## src/rtl/or1200_vlx_pkg.sv

```systemverilog
// rtl/or1200_vlx_pkg.sv - shared types, SPR indices and lane-select helper for the VLX Wishbone writer
package or1200_vlx_pkg;

    typedef enum logic {
        IDLE  = 1'b0,
        WRITE = 1'b1
    } wb_state_t;

    localparam logic [1:0] VLX_WB_SPR_PTR  = 2'd0;
    localparam logic [1:0] VLX_WB_SPR_STAT = 2'd1;
    localparam logic [1:0] VLX_WB_SPR_CNT  = 2'd2;

    localparam int VLX_WB_ENTRY_W = 36;

    // Byte lanes carried by a flushed word holding 'lanes' bytes, packed from the MSB down
    function automatic logic [3:0] vlx_partial_sel(input logic [1:0] lanes);
        logic [3:0] sel;
        case (lanes)
            2'd1:    sel = 4'b1000;
            2'd2:    sel = 4'b1100;
            2'd3:    sel = 4'b1110;
            default: sel = 4'b1111;
        endcase
        return sel;
    endfunction

endpackage

```

## src/rtl/or1200_vlx_word_fifo.sv

```systemverilog
// rtl/or1200_vlx_word_fifo.sv - word FIFO holding {sel, data} entries for the Wishbone writer
module or1200_vlx_word_fifo
    import or1200_vlx_pkg::*;
#(
    parameter int FIFO_DEPTH = 4,
    localparam int AW = $clog2(FIFO_DEPTH)
) (
    input  logic                      clk_i,
    input  logic                      rst_i,
    input  logic                      push,
    input  logic [VLX_WB_ENTRY_W-1:0] push_data,
    input  logic                      pop,
    output logic [VLX_WB_ENTRY_W-1:0] head,
    output logic                      full,
    output logic                      empty,
    output logic [AW:0]               count
);

    logic [VLX_WB_ENTRY_W-1:0] mem [FIFO_DEPTH];
    logic [AW:0]               wr_ptr;
    logic [AW:0]               rd_ptr;
    logic                      wr_en;
    logic                      rd_en;

    assign count = wr_ptr - rd_ptr;
    assign full  = (count == (AW+1)'(FIFO_DEPTH));
    assign empty = (wr_ptr == rd_ptr);
    assign head  = mem[rd_ptr[AW-1:0]];

    // A pop frees the head slot at the same edge, so a full FIFO may still accept a push
    assign wr_en = push && (!full || pop);
    assign rd_en = pop && !empty;

    always_ff @(posedge clk_i or posedge rst_i) begin
        if (rst_i) begin
            wr_ptr <= '0;
            rd_ptr <= '0;
        end else begin
            if (wr_en)
                wr_ptr <= wr_ptr + 1'b1;
            if (rd_en)
                rd_ptr <= rd_ptr + 1'b1;
        end
    end

    always_ff @(posedge clk_i) begin
        if (wr_en)
            mem[wr_ptr[AW-1:0]] <= push_data;
    end

endmodule

```

## src/rtl/or1200_vlx_wb_writer.sv

```systemverilog
// rtl/or1200_vlx_wb_writer.sv - packs VLX bytes into words and writes them out as a Wishbone master; OR1200_VLX_WB_BYTECNT_EN adds a byte counter on SPR 2
module or1200_vlx_wb_writer
    import or1200_vlx_pkg::*;
#(
    parameter int FIFO_DEPTH = 4
) (
    input  logic        clk_i,
    input  logic        rst_i,
    input  logic        byte_valid_i,
    input  logic [7:0]  byte_i,
    output logic        byte_ready_o,
    input  logic        flush_i,
    output logic        busy_o,
    output logic        err_o,
    input  logic        spr_we_i,
    input  logic [1:0]  spr_addr_i,
    input  logic [31:0] spr_dat_i,
    output logic [31:0] spr_dat_o,
    output logic        wb_cyc_o,
    output logic        wb_stb_o,
    output logic        wb_we_o,
    output logic [31:0] wb_adr_o,
    output logic [3:0]  wb_sel_o,
    output logic [31:0] wb_dat_o,
    input  logic        wb_ack_i,
    input  logic        wb_err_i
);

    localparam int CW = $clog2(FIFO_DEPTH) + 1;

    wb_state_t                 state, state_nxt;
    logic [1:0]                lane, lane_nxt;
    logic [23:0]               hold, hold_nxt;
    logic                      flush_pending, flush_pending_nxt;
    logic                      flush_req;
    logic                      accept;
    logic                      word_push;
    logic                      part_push;
    logic                      push;
    logic                      pop;
    logic [VLX_WB_ENTRY_W-1:0] push_data;
    logic [VLX_WB_ENTRY_W-1:0] head;
    logic                      fifo_full;
    logic                      fifo_empty;
    logic [CW-1:0]             fifo_count;
    logic [31:0]               fifo_count32;
    logic [3:0]                cnt_sat;
    logic [31:0]               ptr;
    logic                      err_q;
    logic                      in_write;
    logic                      unused_spr_lsbs;

    assign byte_ready_o = !(lane == 2'd3 && fifo_full) && !flush_pending;
    assign accept       = byte_valid_i && byte_ready_o;
    assign flush_req    = flush_i || flush_pending;
    assign push         = word_push || part_push;

    // Pack the incoming byte first; a flush then sees the post-pack lane count
    always_comb begin
        lane_nxt  = lane;
        hold_nxt  = hold;
        word_push = 1'b0;
        part_push = 1'b0;
        push_data = '0;
        if (accept) begin
            case (lane)
                2'd0:    hold_nxt[23:16] = byte_i;
                2'd1:    hold_nxt[15:8]  = byte_i;
                2'd2:    hold_nxt[7:0]   = byte_i;
                default: word_push       = 1'b1;
            endcase
            lane_nxt = lane + 2'd1;
        end
        if (word_push) begin
            push_data = {4'hF, hold, byte_i};
            hold_nxt  = '0;
        end else if (flush_req && lane_nxt != 2'd0 && !fifo_full) begin
            part_push = 1'b1;
            push_data = {vlx_partial_sel(lane_nxt), hold_nxt, 8'h00};
            hold_nxt  = '0;
            lane_nxt  = 2'd0;
        end
        flush_pending_nxt = flush_req && (lane_nxt != 2'd0);
    end

    or1200_vlx_word_fifo #(
        .FIFO_DEPTH (FIFO_DEPTH)
    ) u_fifo (
        .clk_i     (clk_i),
        .rst_i     (rst_i),
        .push      (push),
        .push_data (push_data),
        .pop       (pop),
        .head      (head),
        .full      (fifo_full),
        .empty     (fifo_empty),
        .count     (fifo_count)
    );

    always_comb begin
        state_nxt = state;
        pop       = 1'b0;
        case (state)
            IDLE: begin
                if (!fifo_empty)
                    state_nxt = WRITE;
            end
            WRITE: begin
                if (wb_ack_i || wb_err_i) begin
                    pop = 1'b1;
                    if (fifo_count <= CW'(1) && !push)
                        state_nxt = IDLE;
                end
            end
            default: state_nxt = IDLE;
        endcase
    end

    always_ff @(posedge clk_i or posedge rst_i) begin
        if (rst_i) begin
            state         <= IDLE;
            lane          <= 2'd0;
            hold          <= '0;
            flush_pending <= 1'b0;
            ptr           <= '0;
            err_q         <= 1'b0;
        end else begin
            state         <= state_nxt;
            lane          <= lane_nxt;
            hold          <= hold_nxt;
            flush_pending <= flush_pending_nxt;
            if (spr_we_i && spr_addr_i == VLX_WB_SPR_PTR && !busy_o)
                ptr <= {spr_dat_i[31:2], 2'b00};
            else if (pop)
                ptr <= ptr + 32'd4;
            if (pop && wb_err_i)
                err_q <= 1'b1;
            else if (spr_we_i && spr_addr_i == VLX_WB_SPR_STAT)
                err_q <= 1'b0;
        end
    end

`ifdef OR1200_VLX_WB_BYTECNT_EN
    logic [31:0] byte_cnt;

    always_ff @(posedge clk_i or posedge rst_i) begin
        if (rst_i)
            byte_cnt <= '0;
        else if (spr_we_i && spr_addr_i == VLX_WB_SPR_CNT)
            byte_cnt <= '0;
        else if (accept)
            byte_cnt <= byte_cnt + 32'd1;
    end
`endif

    assign fifo_count32 = 32'(fifo_count);
    assign cnt_sat      = (fifo_count32 > 32'd15) ? 4'hF : fifo_count32[3:0];

    always_comb begin
        spr_dat_o = '0;
        case (spr_addr_i)
            VLX_WB_SPR_PTR:  spr_dat_o = ptr;
            VLX_WB_SPR_STAT: spr_dat_o = {busy_o, err_q, 26'd0, cnt_sat};
`ifdef OR1200_VLX_WB_BYTECNT_EN
            VLX_WB_SPR_CNT:  spr_dat_o = byte_cnt;
`endif
            default:         spr_dat_o = '0;
        endcase
    end

    assign unused_spr_lsbs = ^spr_dat_i[1:0];

    assign busy_o   = (lane != 2'd0) || flush_pending || !fifo_empty || (state == WRITE);
    assign err_o    = err_q;
    assign in_write = (state == WRITE);
    assign wb_cyc_o = in_write;
    assign wb_stb_o = in_write;
    assign wb_we_o  = in_write;
    assign wb_adr_o = ptr;
    assign wb_sel_o = in_write ? head[35:32] : 4'h0;
    assign wb_dat_o = in_write ? head[31:0] : 32'h0;

endmodule

```

## config.mk

```make
export PLATFORM = sky130hd
export DESIGN_NAME = or1200_vlx_wb_writer
export DESIGN_NICKNAME = d
export VERILOG_FILES = /design/src/rtl/or1200_vlx_pkg.sv /design/src/rtl/or1200_vlx_word_fifo.sv /design/src/rtl/or1200_vlx_wb_writer.sv
export SDC_FILE = /design/constraint.sdc
export NUM_CORES = 1
export LEC_CHECK = 0
export CAP_MARGIN = 30
export CORE_ASPECT_RATIO = 0.6
export CORE_MARGIN = 2
export CORE_UTILIZATION = 45
export DETAILED_ROUTE_END_ITERATION = 6
export PLACE_DENSITY = 0.69
export SYNTH_ARGS = -nofsm -noshare
export SYNTH_HDL_FRONTEND = slang
export SYNTH_SLANG_ARGS = --single-unit
```

## constraint.sdc

```tcl
create_clock -name clk_i -period 5.65 [get_ports clk_i]
set_input_delay 1.4125 -clock clk_i [delete_from_list [all_inputs] [get_ports clk_i]]
set_output_delay 1.4125 -clock clk_i [all_outputs]
set_load 0.03 [all_outputs]
```

## After elaboration in Yosys (flattened, before gate mapping)

Memories as Yosys holds them, arrays and structs flattened.
Cells that the tools add are included.

| cells by class | value |
|---|---|
| add/subtract/negate cells | 5 |
| $mul | 0 |
| div/mod/pow operators | 0 |
| order comparisons | 2 |
| equality and inequality tests | 9 |
| shifts and indexed selects | 0 |
| mux-type cells | 32 |
| bitwise operators | 1 |
| reduce and logical (&&, ||, !) cells | 34 |

Operators with widths:

| kind | count |
|---|---|
| $mux 32 | 3 |
| $mux 24 | 3 |
| $mux 36 | 2 |
| $pmux 32 s2 | 1 |
| $add 32x3->32 const B | 1 |
| $mux 8 | 3 |
| $logic_and 1x1->1 | 13 |
| $mux 1 | 13 |
| $reduce_bool 2->1 | 5 |
| $pmux 3 s3 | 1 |
| $eq 2x2->1 const B | 4 |
| $mux 4 | 2 |
| $logic_or 1x1->1 | 7 |
| $add 3x1->3 const B | 2 |
| $eq 2x1->1 const B | 3 |
| $logic_not 1->1 | 6 |
| $mux 2 | 3 |
| $gt 3x4->1 const B | 1 |
| $logic_not 2->1 | 2 |
| $eq 3x3->1 | 1 |
| $eq 3x3->1 const B | 1 |
| $le 3x1->1 const B | 1 |
| $reduce_or 3->1 | 1 |
| $sub 3x3->3 | 1 |
| 3 further kinds | 3 |

| storage, ports and cells | value |
|---|---|
| register bits | 67 |
| bits in latches | 0 |
| RAM bits | 144 |
| memory bits (read-only) | 0 |
| input port bits | 49 |
| output and inout bits | 106 |
| memories kept | 1 |

Memory list:

| name | words | width | read ports | clocked after memory_dff | write ports | line | text |
|---|---|---|---|---|---|---|---|
| u_fifo.mem | 4 | 36 | 1 | 0 | 1 | or1200_vlx_word_fifo.sv:19 | `logic [VLX_WB_ENTRY_W-1:0] mem [FIFO_DEPTH];` |

## Longest topological paths before layout

| logic depth | value |
|---|---|
| word-level depth | 18 |
| depth in mapped cells | 14 |
| depth with buffers taken out | 12 |

## Modules after synthesis

Synthesis repeated with hierarchy kept, for this count alone.

| unflattened totals | value |
|---|---|
| cell total of the unflattened synthesis | 703 |
| area, all modules | 9559.2 um2 |

By module, submodules not included:

| module | times used | cells an instance | area each (um2) |
|---|---|---|---|
| or1200_vlx_word_fifo | 1 | 232 | 5639.2 |
| or1200_vlx_wb_writer | 1 | 471 | 3920.0 |

## Worst setup path after synthesis

No wires, ideal clock.

| timing path | value |
|---|---|
| kind | flip-flop to flip-flop |
| from | reg u_fifo.wr_ptr[0] |
| to | mem u_fifo.mem[0][0], enable pin |
| arrival | 4.498 ns |
| setup slack | 0.719 ns |
| stages on the path, launching flop included | 12 |
| period minus slack after synthesis | 4.931 ns |
| cells stage by stage | dfrtp_1 -> inv_1 -> ha_1 -> fa_1 -> nand2_1 -> o31a_2 -> buf_2 -> xnor2_1 -> ha_1 -> a311oi_4 -> a21oi_1 -> nor2b_1 |

| between the ends | value |
|---|---|
| longest elaborated chain between the ends | 16 |
| elaborated cells on any way between the ends | 19 |

Ends and longest elaborated chain:

| element | line | text |
|---|---|---|
| start, declared | or1200_vlx_word_fifo.sv:20 | `logic [AW:0] wr_ptr;` |
| start signal, assigned | or1200_vlx_word_fifo.sv:40 | `wr_ptr <= wr_ptr + 1'b1;` |
| $sub 3x3->3 | or1200_vlx_word_fifo.sv:25 | `assign count = wr_ptr - rd_ptr;` |
| $eq 3x3->1 | or1200_vlx_word_fifo.sv:26 | `assign full = (count == (AW+1)'(FIFO_DEPTH));` |
| $logic_and 1x1->1 | or1200_vlx_wb_writer.sv:53 | `assign byte_ready_o = !(lane == 2'd3 && fifo_full) && !flush_pending;` |
| $logic_not 1->1 | or1200_vlx_wb_writer.sv:53 |  |
| $logic_and 1x1->1 | or1200_vlx_wb_writer.sv:53 |  |
| $logic_and 1x1->1 | or1200_vlx_wb_writer.sv:54 | `assign accept = byte_valid_i && byte_ready_o;` |
| $mux 2 | or1200_vlx_wb_writer.sv:65 | `if (accept) begin` |
| $reduce_bool 2->1 | or1200_vlx_wb_writer.sv:77 | `end else if (flush_req && lane_nxt != 2'd0 && !fifo_full) begin` |
| $logic_and 1x1->1 (2 in a row) | or1200_vlx_wb_writer.sv:77 |  |
| $mux 1 | or1200_vlx_wb_writer.sv:77 |  |
| $mux 1 | or1200_vlx_wb_writer.sv:74 | `if (word_push) begin` |
| $logic_or 1x1->1 | or1200_vlx_wb_writer.sv:56 | `assign push = word_push \|\| part_push;` |
| $logic_and 1x1->1 | or1200_vlx_word_fifo.sv:31 | `assign wr_en = push && (!full \|\| pop);` |
| $mux 1 | or1200_vlx_word_fifo.sv:47 | `if (wr_en)` |
| $mux 1 (not written as such) | or1200_vlx_word_fifo.sv:48 | `mem[wr_ptr[AW-1:0]] <= push_data;` |
| end, declared | or1200_vlx_word_fifo.sv:19 |  |

Several ways; a longest one is shown, not always the timed one.

## Final worst setup path

| timing path | value |
|---|---|
| from | in spr_addr_i[0] |
| to | out spr_dat_o[26] |

| between the ends | value |
|---|---|
| longest elaborated chain between the ends | 2 |
| elaborated cells on any way between the ends | 3 |

Ends and longest elaborated chain:

| element | line | text |
|---|---|---|
| start, declared | or1200_vlx_wb_writer.sv:16 | `input logic [1:0] spr_addr_i,` |
| $eq 2x1->1 or $logic_not 2->1 (tied branches) | or1200_vlx_wb_writer.sv:161 | `case (spr_addr_i)` |
| $pmux 32 s2 (*) | or1200_vlx_wb_writer.sv:161 |  |
| end, declared | or1200_vlx_wb_writer.sv:18 | `output logic [31:0] spr_dat_o,` |

Every way passes the cells marked *; elsewhere a longest branch is shown, timed or not.

==> metrics.txt <==
R2R Setup Slk=~1400 ps; initial antenna violation count=0; initial core utilization=46.05%; DR vias/cell=5.553; EDFF count, synth=144; pwr dens=574.6 nW/um^2; total grt overflow=0; area occupied by multi-input gates=approximately 3600 sq um; R2R depth=12; Inserted Diodes=0; RSZ-0062 raised after global routing=no; Die Ht=117.9 um; Sw Ratio=37.62%; Longest Clk Path Bufs=3; via count of the first global-routing pass=6,197; most numerous cell in the Yosys netlist=edfxtp_1; slowest stage delay, CP=around 680 ps; # IOs=155; sink of the worst hold path=hold[21]; num rows=41; Seq pwr share=about a third; die width=193.9 um; drc violations=0; CTS Sinks=209; max_cap viols=0; Distinct cells, synth=65; Clock H-tree levels=1; CTS resizes=0; Final min period=between 4000 and 5000 ps; Synth area leaders=edfxtp_1, dfrtp_1, mux4_2; largest net degree at the start of global routing=43; Max VDD drop=0.3376 mV; Synth warnings=0; # hold bufs at CTS=0; final slew viol count=0; critical path cell sequence=clkdlybuf4s50_1 -> nor2_1 -> buf_4 -> and2_1 -> clkdlybuf4s50_1; final number of setup-violating endpoints=0; post-synthesis sequential area ratio=around 61%; min-delay src=hold[21]; RD Place Congestion=approximately 0.9; area grow syn2layout=25.45%; Routed WL=about 23,000 um; Reg area=5952 sq um; CP Capture Type=output pin; slowest CP cell=clkdlybuf4s50_1; CP Max Fanout=26; fraction of synthesis flops using an asynchronous set or reset pin=31.10%; Critical R2R Capture=u_fifo.mem[3][6]; first-pass GRT wire length=about 36,000 um; skew final=between 20 and 25 ps; Root Driver=clkbuf_16; final hold violations=0; CTS tree=built; Mean Syn Cell Area=between 10 and 15 sq um; fraction of layout instances using a drive strength above 1=between 10% and 20%; clk slew on worst S/H paths=about 60 ps; fillers=about 1,700; Fmax achieved=213.4 MHz; Worst path most repeated cell=clkdlybuf4s50_1; post-DR wirelength/cell=20.14 um; Req. time, crit path=4240 ps; area of the die=22,860 sq um; switching power=2.639 mW; Detailed Route Iter0 Violations=around 480; Nets=933; Post-synth top cells=edfxtp_1, nand2_1, and2_1, dfrtp_1, mux4_2; HP Class=register to register; Comb pwr share=45.7%; Synth area leader=edfxtp_1; Worst EP arrival=3270 ps; Synth top area share=between 40 and 50%; Max-slew headroom=between 40% and 50%; core region area=21,140 sq um; setup TNS=0 ps; clock network fraction of total power=19.3%; final core utilization=roughly 58%; Port Buffers=150; Syn Std Cell Area=9733 sq um; crit path kind=input pin to output pin; P_leak=around 4.4 nW; GRT Total Usage=20.38%; CTS Buf Count=20; Startpoint Class=input pin; Worst-Skew Late Latency=500 ps; status=finished, final reports clean; Final period util=82.94%; Synth Instances=724; Detail Placement HPWL=15,780 um; first-pass iteration count of the detailed router=5; Worst-Margin Slew=around 840 ps; hold path depth=2; DR vias=6,442; total setup buffers inserted after CTS=0; number of synthesized register bits=209; Internal=about 4.4 mW; ys flop type=edfxtp_1; Detail Route Antenna Nets=0; worst reg2reg startpoint=u_fifo.wr_ptr[0]
state kept, by name, indices dropped and copies added (netlist names):
register / cells
err_o: 1
wb_cyc_o: 1
u_fifo.wr_ptr: 3
u_fifo.rd_ptr: 3
wb_adr_o: 30
lane: 2
hold: 24
u_fifo.mem: 144
flush_pending: 1
layout make-up:
type,count,area share (%)
Tap cell,279,2.859
Inverter,10,0.3074
Multi-Input combinational cell,462,29.34
Timing Repair Buffer,164,13.36
Clock inverter,8,1.045
Clock buffer,28,4.345
Sequential cell,209,48.74
how the worst max path moves through the flow:
stage | slack (ps) | end | cells past startpoint | startpoint
after CTS | 950 | spr_dat_o[26] | 5 | spr_addr_i[0]
final | 960 | spr_dat_o[26] | 5 | spr_addr_i[0]
after global routing | 800 | byte_ready_o | 7 | u_fifo.wr_ptr[0]
after detailed placement | 970 | spr_dat_o[26] | 5 | spr_addr_i[0]
after global placement | 970 | spr_dat_o[29] | 5 | spr_addr_i[0]
after floorplan | 720 | u_fifo.mem[0][0] | 11 | u_fifo.wr_ptr[0]
cells by family after synthesis:
| logic type | share of synthesized area (%) |
|---|---|
| mux | 9.089 |
| flops | 61.14 |
| other cells | 0.03853 |
| simple gates | 14.90 |
| compound gates | 8.073 |
| buf+inv | 2.468 |
| fa+ha+maj | 2.262 |
| xor+xnor | 2.031 |
metal layers:
layer,vias to the layer above,GRT usage (%),part of all wire [%]
met1,3238,32.03,50
met5,-,0,0
met4,0,4.261,1.7
li1,2986,-,-
met2,184,29.33,43
met3,34,3.954,6.1
cells in the final DEF, fill, tap and decap left out, types with 7 or more instances in the layout:
master           netlist  routed
clkdlybuf4s50_1        0     150
edfxtp_1             144     144
nand2_1               78      78
and2_1                71      71
dfrtp_1               65      64
mux4_2                36      36
a21oi_1               32      32
nor2_1                27      27
nand3_1               25      25
a22o_1                25      25
o21ai_0               21      21
clkbuf_16              0      20
ha_1                  16      16
nand4_1               15      15
buf_4                  6      12
xor2_1                10      10
nor3_1                 9       9
inv_1                 10       9
and3_2                 8       8
clkbuf_1              26       8
xnor2_1                7       7
power groups by stage:
| stage | Sequential [mW] | Clock (mW) | Combinational (mW) |
|---|---|---|---|
| after floorplan | 2.54 | 0 | 2.02 |
| after global placement | 2.47 | 0 | 3.18 |
| after detailed placement | 2.48 | 0 | 3.22 |
| after CTS | 2.46 | 1.38 | 3.23 |
| after global routing | 2.51 | 1.45 | 3.43 |
| final | 2.46 | 1.35 | 3.20 |
critical path: cells and delay by family:
family	cells	cell delay (ps)
simple gates	2	330
buf+inv	3	1520
per-stage QoR:
stage | setup WS [ps] | total power, mW | std cells | cell area, sq um | hold WS, ps
floorplan | 718.5 | 4.557 | 725 | 9737 | 498.0
global placement | 972.1 | 5.654 | 1124 | 11550 | 509.0
detailed placement | 967.9 | 5.702 | 1124 | 11550 | 515.5
CTS | 948.6 | 7.071 | 1160 | 12210 | 523.9
global route | 798.5 | 7.388 | 1160 | 12210 | 539.6
finish | 964.0 | 7.016 | 1160 | 12210 | 522.0
Power figures use the tool's default switching activity.
